--- src/rtl/fetch_pkg.sv ---
// Shared fetch constants, the buffered fetch entry type and the PC increment helper.
package fetch_pkg;
  localparam int XLEN        = 32;
  localparam int INSTR_BYTES = 4;

  typedef struct packed {
    logic [XLEN-1:0] pc;
    logic [XLEN-1:0] instr;
  } fetch_entry_t;

  function automatic logic [XLEN-1:0] next_pc(input logic [XLEN-1:0] pc);
    return pc + XLEN'(INSTR_BYTES);
  endfunction
endpackage

--- src/rtl/fetch_buf.sv ---
// Flushable DEPTH-entry FIFO; head visible combinationally, 1-cycle push-to-head.
// A push into a full FIFO is accepted only alongside a pop; flush wins over push.
module fetch_buf
  import fetch_pkg::*;
#(
  parameter int DEPTH = 2,
  parameter int W     = 2 * XLEN
) (
  input  logic                         clk,
  input  logic                         rst_n,
  input  logic                         i_flush,
  input  logic                         i_push_vld,
  input  logic [W-1:0]                 i_push_dat,
  input  logic                         i_pop_vld,
  output logic [W-1:0]                 o_head_dat,
  output logic                         o_empty,
  output logic [$clog2(DEPTH+1)-1:0]   o_cnt
);
  localparam int AW = (DEPTH > 1) ? $clog2(DEPTH) : 1;
  localparam int CW = $clog2(DEPTH + 1);

  logic [W-1:0]  r_mem [DEPTH];
  logic [AW-1:0] r_rd, r_wr;
  logic [CW-1:0] r_cnt;
  logic          w_full, w_push, w_pop;

  function automatic logic [AW-1:0] bump(input logic [AW-1:0] p);
    return (p == AW'(DEPTH - 1)) ? '0 : p + 1'b1;
  endfunction

  assign o_empty    = (r_cnt == '0);
  assign w_full     = (r_cnt == CW'(DEPTH));
  assign w_pop      = i_pop_vld & ~o_empty;
  assign w_push     = i_push_vld & (~w_full | w_pop);
  assign o_head_dat = r_mem[r_rd];
  assign o_cnt      = r_cnt;

  always_ff @(posedge clk or negedge rst_n) begin
    if (!rst_n) begin
      r_rd  <= '0;
      r_wr  <= '0;
      r_cnt <= '0;
    end else if (i_flush) begin
      r_rd  <= '0;
      r_wr  <= '0;
      r_cnt <= '0;
    end else begin
      if (w_push) r_wr <= bump(r_wr);
      if (w_pop)  r_rd <= bump(r_rd);
      r_cnt <= r_cnt + CW'(w_push) - CW'(w_pop);
    end
  end

  always_ff @(posedge clk) begin
    if (w_push && !i_flush) r_mem[r_wr] <= i_push_dat;
  end
endmodule

--- src/rtl/fetch_unit.sv ---
// Instruction fetch: issue-to-if_valid = rsp latency + 1, redirect-to-request = 1 cycle; issue stalls
// when live in-flight + buffered reaches BUF_DEPTH. Optional FETCH_MISALIGN_TRAP_EN adds fetch_misalign.
module fetch_unit
  import fetch_pkg::*;
#(
  parameter logic [XLEN-1:0] RESET_PC  = 32'h0000_0000,
  parameter int              BUF_DEPTH = 2
) (
  input  logic            clk,
  input  logic            rst_n,
  input  logic            branch_taken,
  input  logic            jal_en,
  input  logic            jalr_en,
  input  logic [XLEN-1:0] jal_trgt_pc,
  input  logic [XLEN-1:0] jalr_trgt_pc,
  output logic            imem_req_valid,
  input  logic            imem_req_ready,
  output logic [XLEN-1:0] imem_req_addr,
  input  logic            imem_rsp_valid,
  input  logic [XLEN-1:0] imem_rsp_data,
`ifdef FETCH_MISALIGN_TRAP_EN
  output logic            fetch_misalign,
`endif
  output logic            if_valid,
  input  logic            if_ready,
  output logic [XLEN-1:0] if_pc,
  output logic [XLEN-1:0] if_instr
);
  localparam int CW = $clog2(BUF_DEPTH + 1);
  localparam int OW = CW + 1;
  localparam int DW = 8;

  logic            r_active;
  logic [XLEN-1:0] r_pc;
  logic [DW-1:0]   r_discard;
  logic            w_redirect, w_halt, w_room, w_disc_room;
  logic            w_req_fire, w_rsp_keep, w_rsp_drop, w_pop;
  logic [XLEN-1:0] w_target_raw, w_target, w_inf_pc;
  logic            w_inf_empty, w_buf_empty;
  logic [CW-1:0]   w_inf_cnt, w_buf_cnt;
  logic [DW:0]     w_outstanding;
  fetch_entry_t    w_head;

  assign w_redirect   = jalr_en | jal_en | branch_taken;
  assign w_target_raw = jalr_en ? jalr_trgt_pc : jal_trgt_pc;
  assign w_target     = w_target_raw & ~XLEN'(INSTR_BYTES - 1);

  // Discarded responses no longer hold buffer space, so they do not throttle issue.
  assign w_outstanding = {1'b0, r_discard} + (DW+1)'(w_inf_cnt);
  assign w_disc_room   = w_outstanding < {1'b0, {DW{1'b1}}};
  assign w_room        = (OW'(w_inf_cnt) + OW'(w_buf_cnt)) < (OW'(BUF_DEPTH) + OW'(w_pop));

  assign imem_req_valid = r_active & ~w_redirect & ~w_halt & w_room & w_disc_room;
  assign imem_req_addr  = r_pc;
  assign w_req_fire     = imem_req_valid & imem_req_ready;

  assign w_rsp_keep = imem_rsp_valid & ~w_redirect & (r_discard == '0) & ~w_inf_empty;
  assign w_rsp_drop = imem_rsp_valid & ~w_redirect & (r_discard != '0);

  assign if_valid = ~w_buf_empty & ~w_redirect;
  assign if_pc    = w_head.pc;
  assign if_instr = w_head.instr;
  assign w_pop    = if_valid & if_ready;

`ifdef FETCH_MISALIGN_TRAP_EN
  logic r_halt;
  always_ff @(posedge clk or negedge rst_n) begin
    if (!rst_n)          r_halt <= 1'b0;
    else if (w_redirect) r_halt <= w_target_raw[1];
  end
  assign w_halt         = r_halt;
  assign fetch_misalign = r_halt;
`else
  assign w_halt = 1'b0;
`endif

  always_ff @(posedge clk or negedge rst_n) begin
    if (!rst_n) begin
      r_active  <= 1'b0;
      r_pc      <= RESET_PC;
      r_discard <= '0;
    end else begin
      r_active <= 1'b1;
      if (w_redirect)      r_pc <= w_target;
      else if (w_req_fire) r_pc <= next_pc(r_pc);
      if (w_redirect)
        r_discard <= DW'(w_outstanding - (DW+1)'(imem_rsp_valid && (w_outstanding != '0)));
      else if (w_rsp_drop)
        r_discard <= r_discard - 1'b1;
    end
  end

  fetch_buf #(.DEPTH(BUF_DEPTH), .W(XLEN)) u_inflight (
    .clk        (clk),
    .rst_n      (rst_n),
    .i_flush    (w_redirect),
    .i_push_vld (w_req_fire),
    .i_push_dat (r_pc),
    .i_pop_vld  (w_rsp_keep),
    .o_head_dat (w_inf_pc),
    .o_empty    (w_inf_empty),
    .o_cnt      (w_inf_cnt)
  );

  fetch_buf #(.DEPTH(BUF_DEPTH), .W($bits(fetch_entry_t))) u_ibuf (
    .clk        (clk),
    .rst_n      (rst_n),
    .i_flush    (w_redirect),
    .i_push_vld (w_rsp_keep),
    .i_push_dat ({w_inf_pc, imem_rsp_data}),
    .i_pop_vld  (w_pop),
    .o_head_dat (w_head),
    .o_empty    (w_buf_empty),
    .o_cnt      (w_buf_cnt)
  );
endmodule
--- config.mk ---
export PLATFORM = sky130hd
export DESIGN_NAME = fetch_unit
export DESIGN_NICKNAME = d
export VERILOG_FILES = /design/src/rtl/fetch_pkg.sv /design/src/rtl/fetch_buf.sv /design/src/rtl/fetch_unit.sv
export SDC_FILE = /design/constraint.sdc
export NUM_CORES = 1
export LEC_CHECK = 0
export BUFFER_PORTS_ARGS = -buffer_cell sky130_fd_sc_hd__buf_4
export CORE_MARGIN = 2
export CORE_UTILIZATION = 30
export DETAILED_ROUTE_END_ITERATION = 8
export GPL_TIMING_DRIVEN = 0
export PLACE_DENSITY = 0.46
export SYNTH_ARGS = -nofsm -noshare
export SYNTH_HDL_FRONTEND = slang
export SYNTH_HIERARCHICAL = 1
export SYNTH_SLANG_ARGS = --single-unit
--- constraint.sdc ---
create_clock -name clk -period 14.4 [get_ports clk]
set_input_delay 2.88 -clock clk [delete_from_list [all_inputs] [get_ports clk]]
set_output_delay 2.88 -clock clk [all_outputs]
set_load 0.03 [all_outputs]
==> results list <==
- Total instance count after detailed placement: approximately 1400
* Static leakage: between 5 and 6 nW
* Fraction of the core area covered by cells at the end of the flow: 39.89%
- The worst setup path is captured at an output pin.
- The worst setup path is of the input pin to output pin kind.
- Wire length of the first global-routing pass: slightly above 40 mm
* Busiest grt layer: met2
- Most instantiated flip-flop cell in the synthesis netlist: edfxtp_1
- At the end of the flow, the number of nets in the layout was approximately 1100.
- Signed area change from the synthesized netlist to the final layout: 30.78%
* Root Buffer: clkbuf_16
- Reg clk slew, reported paths: approximately 60 ps
- Cells traversed along the worst timing path: buf_4 > nor3_4 > o2111ai_2 > nor2_1 > o21a_1 > buf_4
* Most numerous cell types in the synthesized netlist: edfxtp_1 (192), mux2_1 (84), dfrtp_1 (47)
- Total number of cells along the worst setup path: 6
- Global routing consumed, over all layers together, ~15% of the routing resources.
* Most frequently used cell type in the post-synthesis netlist: edfxtp_1
- Post-layout instance count excluding filler cells: roughly 1400
- Floorplan Core Area: 0.03454 mm2
- Pre-CTS setup slack: between 6000 and 7000 ps
* Die Span X: between 150 and 200 um
* Total of endpoints with negative setup slack in the final report: 0
* Power per standard cell area: roughly 120 mW/mm2
- Worst Clk Skew: between 10 and 15 ps
* WL final: 27.73 mm
* Number of buffers on the longest clock path: 3
- The path class of the tightest hold or removal check is register to register.
* Critical Path Slowest Stage Cell: nor2_1
- Max capacitance violation total: 0
* Diode insertion count for antenna repair: 0
- Crit start category: input pin
- Async SR Flop Fraction: between 10% and 20%
- The worst register-to-register path has a depth of 10.
* Hold-fix buffer count after cts: 0
- Max Fanout on Critical Path: 8
- Sink Count: about 240
- Mapped Cells: approximately 710
- RSZ-0062 raised after global routing: no
- Kind of cell adding the most delay to the critical path: simple AND/OR/NAND/NOR gates
- The worst path uses around 52% of the clock period.
* Count of yosys warnings during synthesis: 6
- Number of antenna-violating nets in the routed design: 0
- The die covers ~0.037 mm2.
- The congestion estimate from routability-driven global placement came to ~0.84.
* Required arrival time at the worst endpoint: around 12000 ps
* Worst path buffer plus inverter count: 2
- Total count of hold-check failures in the final report: 0
- For this run, the detailed router's first-pass iteration total came to 4.
* Initial DRC count: just over 300
* Max incr delay on CP: 430 ps
- The worst pin sits at a relative slew slack of ~22%.
- Top-area cell type share of the netlist area: between 50% and 60%
* Arrival time at the worst endpoint: ~4600 ps
- Fraction of the yosys area taken by sequential cells: between 60 and 70%
- The worst path meets setup with between 6000 and 7000 ps of slack.
* Number of register bits inferred by synthesis: 239
* Detailed placer's ending HPWL: between 20 and 25 mm
- Yosys mapped a number of flops with a built-in enable equal to between 150 and 200.
- Remaining global-route overflow: 0
- TritonCTS built the clock tree.
- Number of placed I/O pins: just over 200
* Via density: between 4 and 5
- Actual slew at the worst max-slew pin: 1169 ps
- Total via count after detailed routing: about 6700
* Number of cells on the worst hold path: 0
* Sequential cell area: 0.006942 mm2
- Clock latency reported for the late side of the worst-skew pair: 540 ps
- Post-synthesis cell type count: between 60 and 70
- CTS H-tree lvls: 1
* Cell types occupying the most area after synthesis: edfxtp_1 (55%), dfrtp_1 (11%), mux2_1 (9.0%), a211oi_1 (1.9%), nor2b_1 (1.8%)
* Synthesized cell area: 0.01054 mm2
- Post-layout minimum cycle time: ~7500 ps
* Fill cell instance count of the final layout: around 3300
- The multi-input combinational cells in the finished layout cover a total of roughly 0.0034 mm2.
- For this run, design rule violations remaining after detail routing come to 0.
* Max-slew violation total from the final report: 0
- Power comes to about 1.7 mW.
- Global-route met1 utilization: roughly a fifth
- Ratio of cells with drive above 1 in the final layout: a little under a third
* Outcome: finished clean
* Via count of the first global-routing pass: 6762
- From bottom edge to top edge, the die measures about 190 um.
- Starting density of the core: a little under a third
* Met2 capacity usage during global routing: about a quarter
- The initialized floorplan defines a little under 70 standard-cell rows.
- Largest area contributor in the netlist: edfxtp_1
- In the global route stage, met3 resource usage came out at about 2.7%.
- After clock tree synthesis, the repair step resized 0 gates.
- The number of clock buffers added by TritonCTS is 28.
* Avg Cell Area, Syn: 14.76 um2
- After clock tree synthesis, the setup repair step added 0 buffers.
- Peak clock frequency supported by timing: between 100 and 150 MHz
- Largest net degree at the start of global routing: 48
* Per-cell routed wire length: 19.21 um
- Counting stages on the worst path, the most repeated cell is buf_4.
- The number of antenna violations at the first check in global routing came to 0.
- Number of buffer cells added on primary ports: roughly 200
- VDD sags by at most roughly 78 uV.
per-layer routing:
metal,up-vias,part of all wire [%]
met5,-,0
met2,198,47
li1,3237,-
met3,34,5.5
met4,0,1.9
met1,3277,46
cell families after synthesis:
family,count (synthesis),share of synthesized area (%)
xor+xnor,27,2.244
mux,103,11.02
other cells,2,0.07128
fa+ha+maj,14,1.805
compound gates,124,8.408
flops,239,65.88
buf+inv,58,2.434
simple gates,147,8.135
through the flow:
stage | setup TNS, ps | instance area, um2 | hold slack [ps]
after CTS | 0 | 13780 | 540.5
final | 0 | 13780 | 546.2
after detailed placement | 0 | 12860 | 517.4
after floorplan | 0 | 10560 | 520.5
after global routing | 0 | 13780 | 571.3
after global placement | -29100 | 12590 | 522.8
worst reg2reg max path: stages, from the launching register on:
cell and delay [ps]:
dfrtp_1 380, buf_2 180, or4_1 600, nor4_1 300
nor4b_1 920, o31ai_4 240, nor3b_2 750, buf_6 270
buf_6 180, buf_6 160, buf_6 160
path summary, 6_finish.rpt:
kind,from,to,slack (ps)
max reg2reg,r_discard[4],u_ibuf/r_mem[1][28],9970
min in group asynchronous,rst_n,u_ibuf/o_cnt[1],2390
max,branch_taken,imem_req_valid,6880
min reg2reg,imem_req_addr[31],u_inflight/r_mem[1][31],550
min,imem_req_addr[31],u_inflight/r_mem[1][31],550
max in group asynchronous,rst_n,imem_req_addr[18],11550
placed cells by master, fill, tap and decap left out, types with 6 or more instances in the layout:
cell type,n
buf_4,202
xnor2_1,13
clkbuf_16,29
nand2_1,22
edfxtp_1,192
a211oi_1,27
mux2_1,84
clkbuf_1,26
a31oi_1,15
ha_1,12
nor3_1,6
and3_1,8
dfrtp_1,47
o21a_1,6
nand3_1,9
buf_6,20
o2111ai_1,6
or3_1,12
mux2_2,12
xor2_1,14
nor2_1,21
conb_1,7
nor2b_1,31
o21ai_0,17
o211ai_1,6
a21oi_1,22
inv_1,17
buf_2,9
flip-flops by register name, summed over array words and instances (netlist names):
signal	flops
imem_req_addr	30
r_active	1
r_discard	8
u_ibuf/o_cnt	2
u_ibuf/r_mem	128
u_ibuf/r_rd	1
u_ibuf/r_wr	1
u_inflight/o_cnt	2
u_inflight/r_mem	64
u_inflight/r_rd	1
u_inflight/r_wr	1
where the power goes:
part / switching, mW / internal [mW]
logic: 0.123 / 0.0785
clock network: 0.278 / 0.417
registers: 0.0283 / 0.767
layout make-up:
class	instances	share of cell area, %
inverters	19	0.5176
plain buffers	39	1.344
multi-input cells	422	24.51
clock inverters	16	0.9716
repair buffers	217	12.48
well taps	455	4.131
flip-flops and latches	239	50.38
clock buffers	36	5.675
No activity file was read; power rests on OpenSTA's default activity.
